### src/rtl/message_buffer.sv
// Synchronous FIFO of whole messages with full/empty flags.
// Writes and reads arrive pre-qualified from the slicer, so no guard logic is needed here.
module message_buffer #(
  parameter int WIDTH     = 128,
  parameter int DEPTH     = 16,
  parameter int LOG_DEPTH = 4
) (
  input  logic             clk,
  input  logic             rst_n,
  input  logic             wr_en,
  input  logic [WIDTH-1:0] wr_data,
  input  logic             rd_en,
  output logic [WIDTH-1:0] rd_data,
  output logic             full,
  output logic             empty
);

  localparam logic [LOG_DEPTH:0] FULL_COUNT = (LOG_DEPTH+1)'(DEPTH);

  logic [WIDTH-1:0]     mem [DEPTH];
  logic [LOG_DEPTH-1:0] wr_ptr;
  logic [LOG_DEPTH-1:0] rd_ptr;
  logic [LOG_DEPTH:0]   count;

  // NOTE: storage is not reset; the pointers and count alone decide what is valid.
  always_ff @(posedge clk) begin
    if (wr_en) mem[wr_ptr] <= wr_data;
  end

  // Pointers wrap naturally because DEPTH is a power of two.
  always_ff @(posedge clk) begin
    if (rst_n) begin
      wr_ptr <= '0;
      rd_ptr <= '0;
      count  <= '0;
    end else begin
      if (wr_en) wr_ptr <= wr_ptr + 1'b1;
      if (rd_en) rd_ptr <= rd_ptr + 1'b1;
      case ({wr_en, rd_en})
        2'b10:   count <= count + 1'b1;
        2'b01:   count <= count - 1'b1;
        default: count <= count;
      endcase
    end
  end

  assign rd_data = mem[rd_ptr];
  assign full    = (count == FULL_COUNT);
  assign empty   = (count == '0);

endmodule

### src/rtl/message_slicer.sv
// Buffers wide messages and streams each one out as N_SLICES slices, MS slice first,
// one slice per cycle with no gaps; a sticky error flags writes dropped while full.
module message_slicer #(
  parameter int N_SLICES          = 4,
  parameter int WIDTH             = 32,
  parameter int BUFFER_LENGTH     = 16,
  parameter int LOG_BUFFER_LENGTH = 4
) (
  input  logic                      clk,
  input  logic                      rst_n,
  input  logic [WIDTH*N_SLICES-1:0] in_data,
  input  logic                      in_nd,
  output logic [WIDTH-1:0]          out_data,
  output logic                      out_nd,
  output logic                      error
);

  localparam int              CNT_W      = $clog2(N_SLICES);
  localparam logic [CNT_W-1:0] LAST_SLICE = CNT_W'(N_SLICES - 1);

  logic [WIDTH*N_SLICES-1:0] head;
  logic                      full;
  logic                      empty;
  logic [CNT_W-1:0]          slice_cnt;
  logic [WIDTH-1:0]          slice;
  logic                      pop;
  logic                      push;
  logic                      overflow;

  // A pop frees the head slot in the same edge, so a write into a full FIFO may still land.
  always_comb begin
    pop      = !empty && (slice_cnt == LAST_SLICE);
    push     = in_nd && (!full || pop);
    overflow = in_nd && full && !pop;
    slice    = head[(N_SLICES - 1 - int'(slice_cnt))*WIDTH +: WIDTH];
  end

  message_buffer #(
    .WIDTH     (WIDTH * N_SLICES),
    .DEPTH     (BUFFER_LENGTH),
    .LOG_DEPTH (LOG_BUFFER_LENGTH)
  ) u_buffer (
    .clk     (clk),
    .rst_n   (rst_n),
    .wr_en   (push),
    .wr_data (in_data),
    .rd_en   (pop),
    .rd_data (head),
    .full    (full),
    .empty   (empty)
  );

  // rst_n is active-high here: a 1 clears the block.
  always_ff @(posedge clk) begin
    if (rst_n) begin
      slice_cnt <= '0;
      out_data  <= '0;
      out_nd    <= 1'b0;
      error     <= 1'b0;
    end else begin
      if (overflow) error <= 1'b1;
      if (!empty) begin
        out_data  <= slice;
        out_nd    <= 1'b1;
        slice_cnt <= (slice_cnt == LAST_SLICE) ? '0 : slice_cnt + 1'b1;
      end else begin
        out_nd    <= 1'b0;
      end
    end
  end

endmodule

### config.mk
export PLATFORM = sky130hd
export DESIGN_NAME = message_slicer
export DESIGN_NICKNAME = d
export VERILOG_FILES = /design/src/rtl/message_buffer.sv /design/src/rtl/message_slicer.sv
export SDC_FILE = /design/constraint.sdc
export NUM_CORES = 2
export LEC_CHECK = 0
export CAP_MARGIN = 5
export CORE_MARGIN = 5
export CORE_UTILIZATION = 60
export DETAILED_ROUTE_END_ITERATION = 10
export PLACE_DENSITY = 0.84
export SETUP_SLACK_MARGIN = 0.3
export SYNTH_ARGS = -nofsm -noshare
export SYNTH_HDL_FRONTEND = slang
export SYNTH_HIERARCHICAL = 1
export SYNTH_SLANG_ARGS = --single-unit
### constraint.sdc
create_clock -name clk -period 9.1 [get_ports clk]
set_input_delay 1.365 -clock clk [delete_from_list [all_inputs] [get_ports clk]]
set_output_delay 1.365 -clock clk [all_outputs]
set_load 0.02 [all_outputs]
======== After elaboration in Yosys (flattened, before gate mapping) ========
Memory sizes are Yosys's and may differ from the RTL's. A register that Yosys moved wholly into a read port is not among the register bits.
Index checks and enable logic that the tools add are counted.
storage, ports and cells
  memories ................................ 1
  register bits after elaboration ......... 49
  word-level logic and storage cells ...... 36
  input port bits ......................... 131
  memory bits (writable) .................. 2048
  output and inout port bits .............. 34
operators by class
  add/sub/neg operators ................... 6
  shift operators ......................... 1
  equality and inequality tests ........... 4
  muxes and demuxes ....................... 7
  reduce and logical (&&, ||, !) cells .... 10
memory list
  name          words  width  rd ports  clocked after memory_dff  wr ports  line                  RTL
  u_buffer.mem  16     128    1         1                         1         message_buffer.sv:20  logic [WIDTH-1:0] mem [DEPTH];
operator list
  operator               number
  $shiftx A128 B8 Y32    1
  $pmux W5 S2            1
  $add A4 B1 Y4 const B  2
  $mux W4                2
  $add A5 B1 Y5 const B  1
  $eq A5 B5 Y1 const B   1
  $logic_not A5 Y1       1
  $sub A5 B1 Y5 const B  1
  $eq A2 B2 Y1 const B   2
  $logic_and A1 B1 Y1    4
  $logic_not A1 Y1       3
  $mux W1                3
  $sub A2 B2 Y3 const A  1
  $add A2 B1 Y2 const B  1
  $eq A2 B1 Y1 const B   1
  $mux W2                1
  $reduce_bool A2 Y1     1
  $logic_or A1 B1 Y1     1

======== Logic depth before layout (Yosys ltp) ========
  depth after elaboration ................. 7
  depth in mapped cells ................... 15
  depth with buffers taken out ............ 12

======== Hierarchy ========
Netlist, hierarchy kept.
by module, submodules not included
  module          area an instance (µm²)  cells an instance  times used
  message_buffer  77262.9                 3240               1
  message_slicer  2098.3                  160                1

======== Worst setup path after synthesis ========
OpenSTA, ideal clock, no wires.
  path kind ............................... input to register
  start ................................... input port in_nd
  end ..................................... memory u_buffer.mem[10][0], enable pin
  cell stages on the path ................. 5
  arrival ................................. 5147 ps
  required time ........................... 8598 ps
  path buffers ............................ 1
  path slack .............................. 3452 ps
  cells stage by stage .................... a21boi_0 -> clkbuf_1 -> inv_1 -> nor3b_1 -> and2_1
on the way
  longest elaborated chain between the ends .. 3
ends and longest elaborated chain
  what                           line                  RTL
  start, declared                message_slicer.sv:12  input logic in_nd,
  $logic_and A1 B1 Y1            message_slicer.sv:33  push = in_nd && (!full || pop);
  $mux W1                        message_buffer.sv:27  if (wr_en) mem[wr_ptr] <= wr_data;
  $mux W1 (not written as such)  message_buffer.sv:27
  end, declared                  message_buffer.sv:20
Every way passes these cells.

======== Worst setup path in the final report ========
  start ................................... register slice_cnt[0]
  end ..................................... memory u_buffer.mem[9][1], enable pin
on the way
  longest elaborated chain between the ends .. 6
ends and longest elaborated chain
  what                           line                  RTL
  start, declared                message_slicer.sv:24  logic [CNT_W-1:0] slice_cnt;
  start signal, assigned         message_slicer.sv:65  slice_cnt <= (slice_cnt == LAST_SLICE) ? '0 : slice_cnt + 1'b1;
  $eq A2 B2 Y1                   message_slicer.sv:32  pop = !empty && (slice_cnt == LAST_SLICE);
  $logic_and A1 B1 Y1            message_slicer.sv:32
  $logic_or A1 B1 Y1             message_slicer.sv:33
  $logic_and A1 B1 Y1            message_slicer.sv:33
  via push                       message_slicer.sv:27  logic push;
  $mux W1                        message_buffer.sv:27
  $mux W1 (not written as such)  message_buffer.sv:27
The timed path passes the listed nets, and every way through them passes these cells.

==> flow_metrics.env <==
export IMPL_firstDrtPassIters=8
export IMPL_cp_start_kind="flip-flop"
export IMPL_end_kind="flip-flop"
export IMPL_fmax_mhz=173
export IMPL_dp_hpwl_um=110000
export IMPL_die_x_um=374
export IMPL_ys_seq_elements=2101
export IMPL_path_clk_slew_ns=0.07
export IMPL_slew_violations=0
export IMPL_finalHoldViolCount=0
export IMPL_drive_gt1_share_pct=24.2
export IMPL_path_max_fanout=54
export IMPL_antenna_found_initial=32
export IMPL_grt_first_pass_wirelength_um=317000
export IMPL_multiInputGateArea_sq_um=15800
export IMPL_ir_drop_v=0.000239
export IMPL_yosysTopAreaCellShare_pct=77.5
export IMPL_finalClockSkew_ns=0.0290
export IMPL_dp_cells=5188
export IMPL_wl_um=225000
export IMPL_rows=133
export IMPL_cp_cell_sequence="buf_4, ha_1, nand2b_1, a21boi_1, inv_1, nor3b_1, and2_4, buf_4"
export IMPL_cts_buffers=189
export IMPL_synth_distinct_cells=41
export IMPL_finalCriticalPeriod_ns=5.79
export IMPL_drt_iter0_drc=7911
export IMPL_synth_area_leader_cell="edfxtp_1"
export IMPL_start_util_pct=60.4
export IMPL_fin_tns_setup_ns=0
export IMPL_synth_edff_count=2048
export IMPL_post_route_util_pct=67.8
export IMPL_final_nets=3765
export IMPL_ant_nets=0
export IMPL_critPathArrivalTime_ns=6.23
export IMPL_drc_errors=0
export IMPL_cts_sinks=2101
export IMPL_critical_path_class="reg -> reg"
export IMPL_ys_seq_area_share_pct=78.8
export IMPL_syn_inst=3400
export IMPL_die_height_um=374
export IMPL_cpPeakStageDelay_ns=0.97
export IMPL_ys_flop_type="edfxtp_1"
export IMPL_postCtsSetupBuffers=0
export IMPL_clk_latency_ns=0.84
export IMPL_post_drt_via_cell_ratio=7.48
export IMPL_status="completed"
export IMPL_gp_congestion=0.821
export IMPL_ys_warn_count=6
export IMPL_coreArea_sq_um=131000
export IMPL_num_vias=41593
export IMPL_timing_max_cap_violations=0
export IMPL_place_area_sq_um=82800
export IMPL_area_growth_syn_to_layout_pct=12.3
export IMPL_cts_tree="done"
export IMPL_synthesis_nets=3541
export IMPL_min_path_type="reg -> reg"
export IMPL_grt_pass1_vias=41179
export IMPL_pwr_density_cell_nw_per_um2=253
export IMPL_cts_buffer_depth=3
export IMPL_final_seq_area_sq_um=62600
export IMPL_finalSetupViolations=0
export IMPL_pin_count=165
export IMPL_cts_hold_buffers=0
export IMPL_clockRootBuffer="clkbuf_16"
export IMPL_nFillCells=7064
export IMPL_rsz0062_at_grt="no"
export IMPL_slowest_stage="and2_4"
export IMPL_async_flop_share_pct=0
export IMPL_r2r_cells=8
export IMPL_period_share_pct=63.6
export IMPL_cts_repair_resized=0
export IMPL_final_cells=5559
export IMPL_holdPathStages=2
export IMPL_stdcell_area_sq_um=89200
export IMPL_grtUsageTotal_pct=32.1
export IMPL_power_w=0.0226
export IMPL_grt_start_max_net_pins=127
export IMPL_avgSynthCellArea_sq_um=23.3
export IMPL_io_buffer_count=164
export IMPL_grt_overflow_total=0
export IMPL_cellLeakagePower_nw=27.1
export IMPL_synth_area_sq_um=79400
export IMPL_yosys_top_cells_area="edfxtp_1 (77%), mux4_2 (15%), dfxtp_1 (1.3%), a22oi_1 (1.2%), o22ai_1 (1.0%)"
export IMPL_crit_top_cell="buf_4"
export IMPL_wl_per_cell_um=40.4
export IMPL_worst_slew_pin_slew_ns=1.30
export IMPL_die_area_sq_um=140000
export IMPL_h_tree_depth=4
export IMPL_crit_required_ns=9.54
export IMPL_slew_headroom_pct=13.4
[path summary, 6_finish.rpt]
check                                  from                           end  slack [ns]
setup / recovery  slice_cnt[0]$_SDFFE_PP0N_  u_buffer/mem[9][1]$_DFFE_PP_        3.31
hold / removal     out_data[1]$_SDFFE_PP0N_      out_data[1]$_SDFFE_PP0N_        0.51
setup reg to reg  slice_cnt[0]$_SDFFE_PP0N_  u_buffer/mem[9][1]$_DFFE_PP_        3.31
hold reg to reg    out_data[1]$_SDFFE_PP0N_      out_data[1]$_SDFFE_PP0N_        0.51
[placed cells by master (no fill, tap or decap), types with 34 or more instances in the layout]
| cell type | instances |
|---|---|
| clkinv_1 | 41 |
| dfxtp_1 | 48 |
| clkbuf_16 | 192 |
| mux2i_1 | 36 |
| edfxtp_1 | 2048 |
| o22ai_1 | 129 |
| buf_4 | 48 |
| nor2_1 | 114 |
| a22oi_1 | 128 |
| clkdlybuf4s50_1 | 163 |
| mux4_2 | 540 |
| nand2_1 | 71 |
| clkinv_2 | 34 |
[routing by layer]
layer  GRT usage (%)  vias up  part of all wire, %
li1                -    15015                    -
met1            43.5    21194                   32
met2            49.2     4568                   47
met3            9.67      788                   15
met4            14.4       28                  5.7
met5               0        -                0.089
[kinds of logic (layout without fill, tap and decap cells)]
group	count (synthesis)	in the layout	synth area share, %
xor gates and xnor gates	9	9	0.0993
adders and majority gates	10	10	0.158
other	0	18	0
DFF	2101	2101	78.8
muxes	580	580	15.9
buffers and inverters	196	582	1.40
AOI/OAI and AO/OA	267	267	2.31
and+or+nand+nor	237	237	1.29
[worst max-delay path, delay by kind of cell (launching register included)]
family / cells / cell delay [ns]
compound gates: 1 / 0.86
fa+ha+maj: 1 / 0.30
buf+inv: 3 / 1.78
flops: 1 / 0.32
simple gates: 3 / 1.98
[layout make-up]
| cell class | count | area share [%] |
|---|---|---|
| inverters | 6 | 0.0253 |
| clock buffers | 227 | 5.58 |
| diodes | 18 | 0.0505 |
| well taps | 1755 | 2.46 |
| flip-flops and latches | 2101 | 70.2 |
| clock inverters | 126 | 1.52 |
| multi-input cells | 1103 | 17.7 |
| repair buffers | 223 | 2.49 |
[per-stage QoR]
| stage | hold WS [ns] | setup WS [ns] |
|---|---|---|
| 3_3_place_gp | 0.490 | 3.52 |
| 5_1_grt | 0.542 | 3.35 |
| 3_5_place_dp | 0.496 | 3.22 |
| 2_1_floorplan | 0.485 | 3.45 |
| 4_1_cts | 0.511 | 3.14 |
| 6_report | 0.505 | 3.31 |
[registers in the layout, indices dropped and copies added (netlist names), named ones only]
signal	cells
u_buffer/mem	2048
out_data	32
u_buffer/count	5
u_buffer/rd_ptr	4
u_buffer/wr_ptr	4
slice_cnt	2
error	1
out_nd	1
[Yosys cell counts (all sizes together) (4+ instances only)]
master / instances
a22oi: 128
and2: 17
buf: 114
clkbuf: 76
dfxtp: 53
edfxtp: 2048
ha: 10
inv: 6
mux2i: 36
mux4: 544
nand2: 73
nand2b: 6
nor2: 116
nor3: 4
o22ai: 129
xor2: 6
[report_power, final]
part | total [W] | internal [W] | switching (W)
Clock | 0.00831 | 0.00463 | 0.00368
Combinational | 0.00290 | 0.00111 | 0.00179
Sequential | 0.0113 | 0.0111 | 0.000263
Total | 0.0226 | 0.0168 | 0.00574
Note: power is estimated with default switching activity, not from simulation.
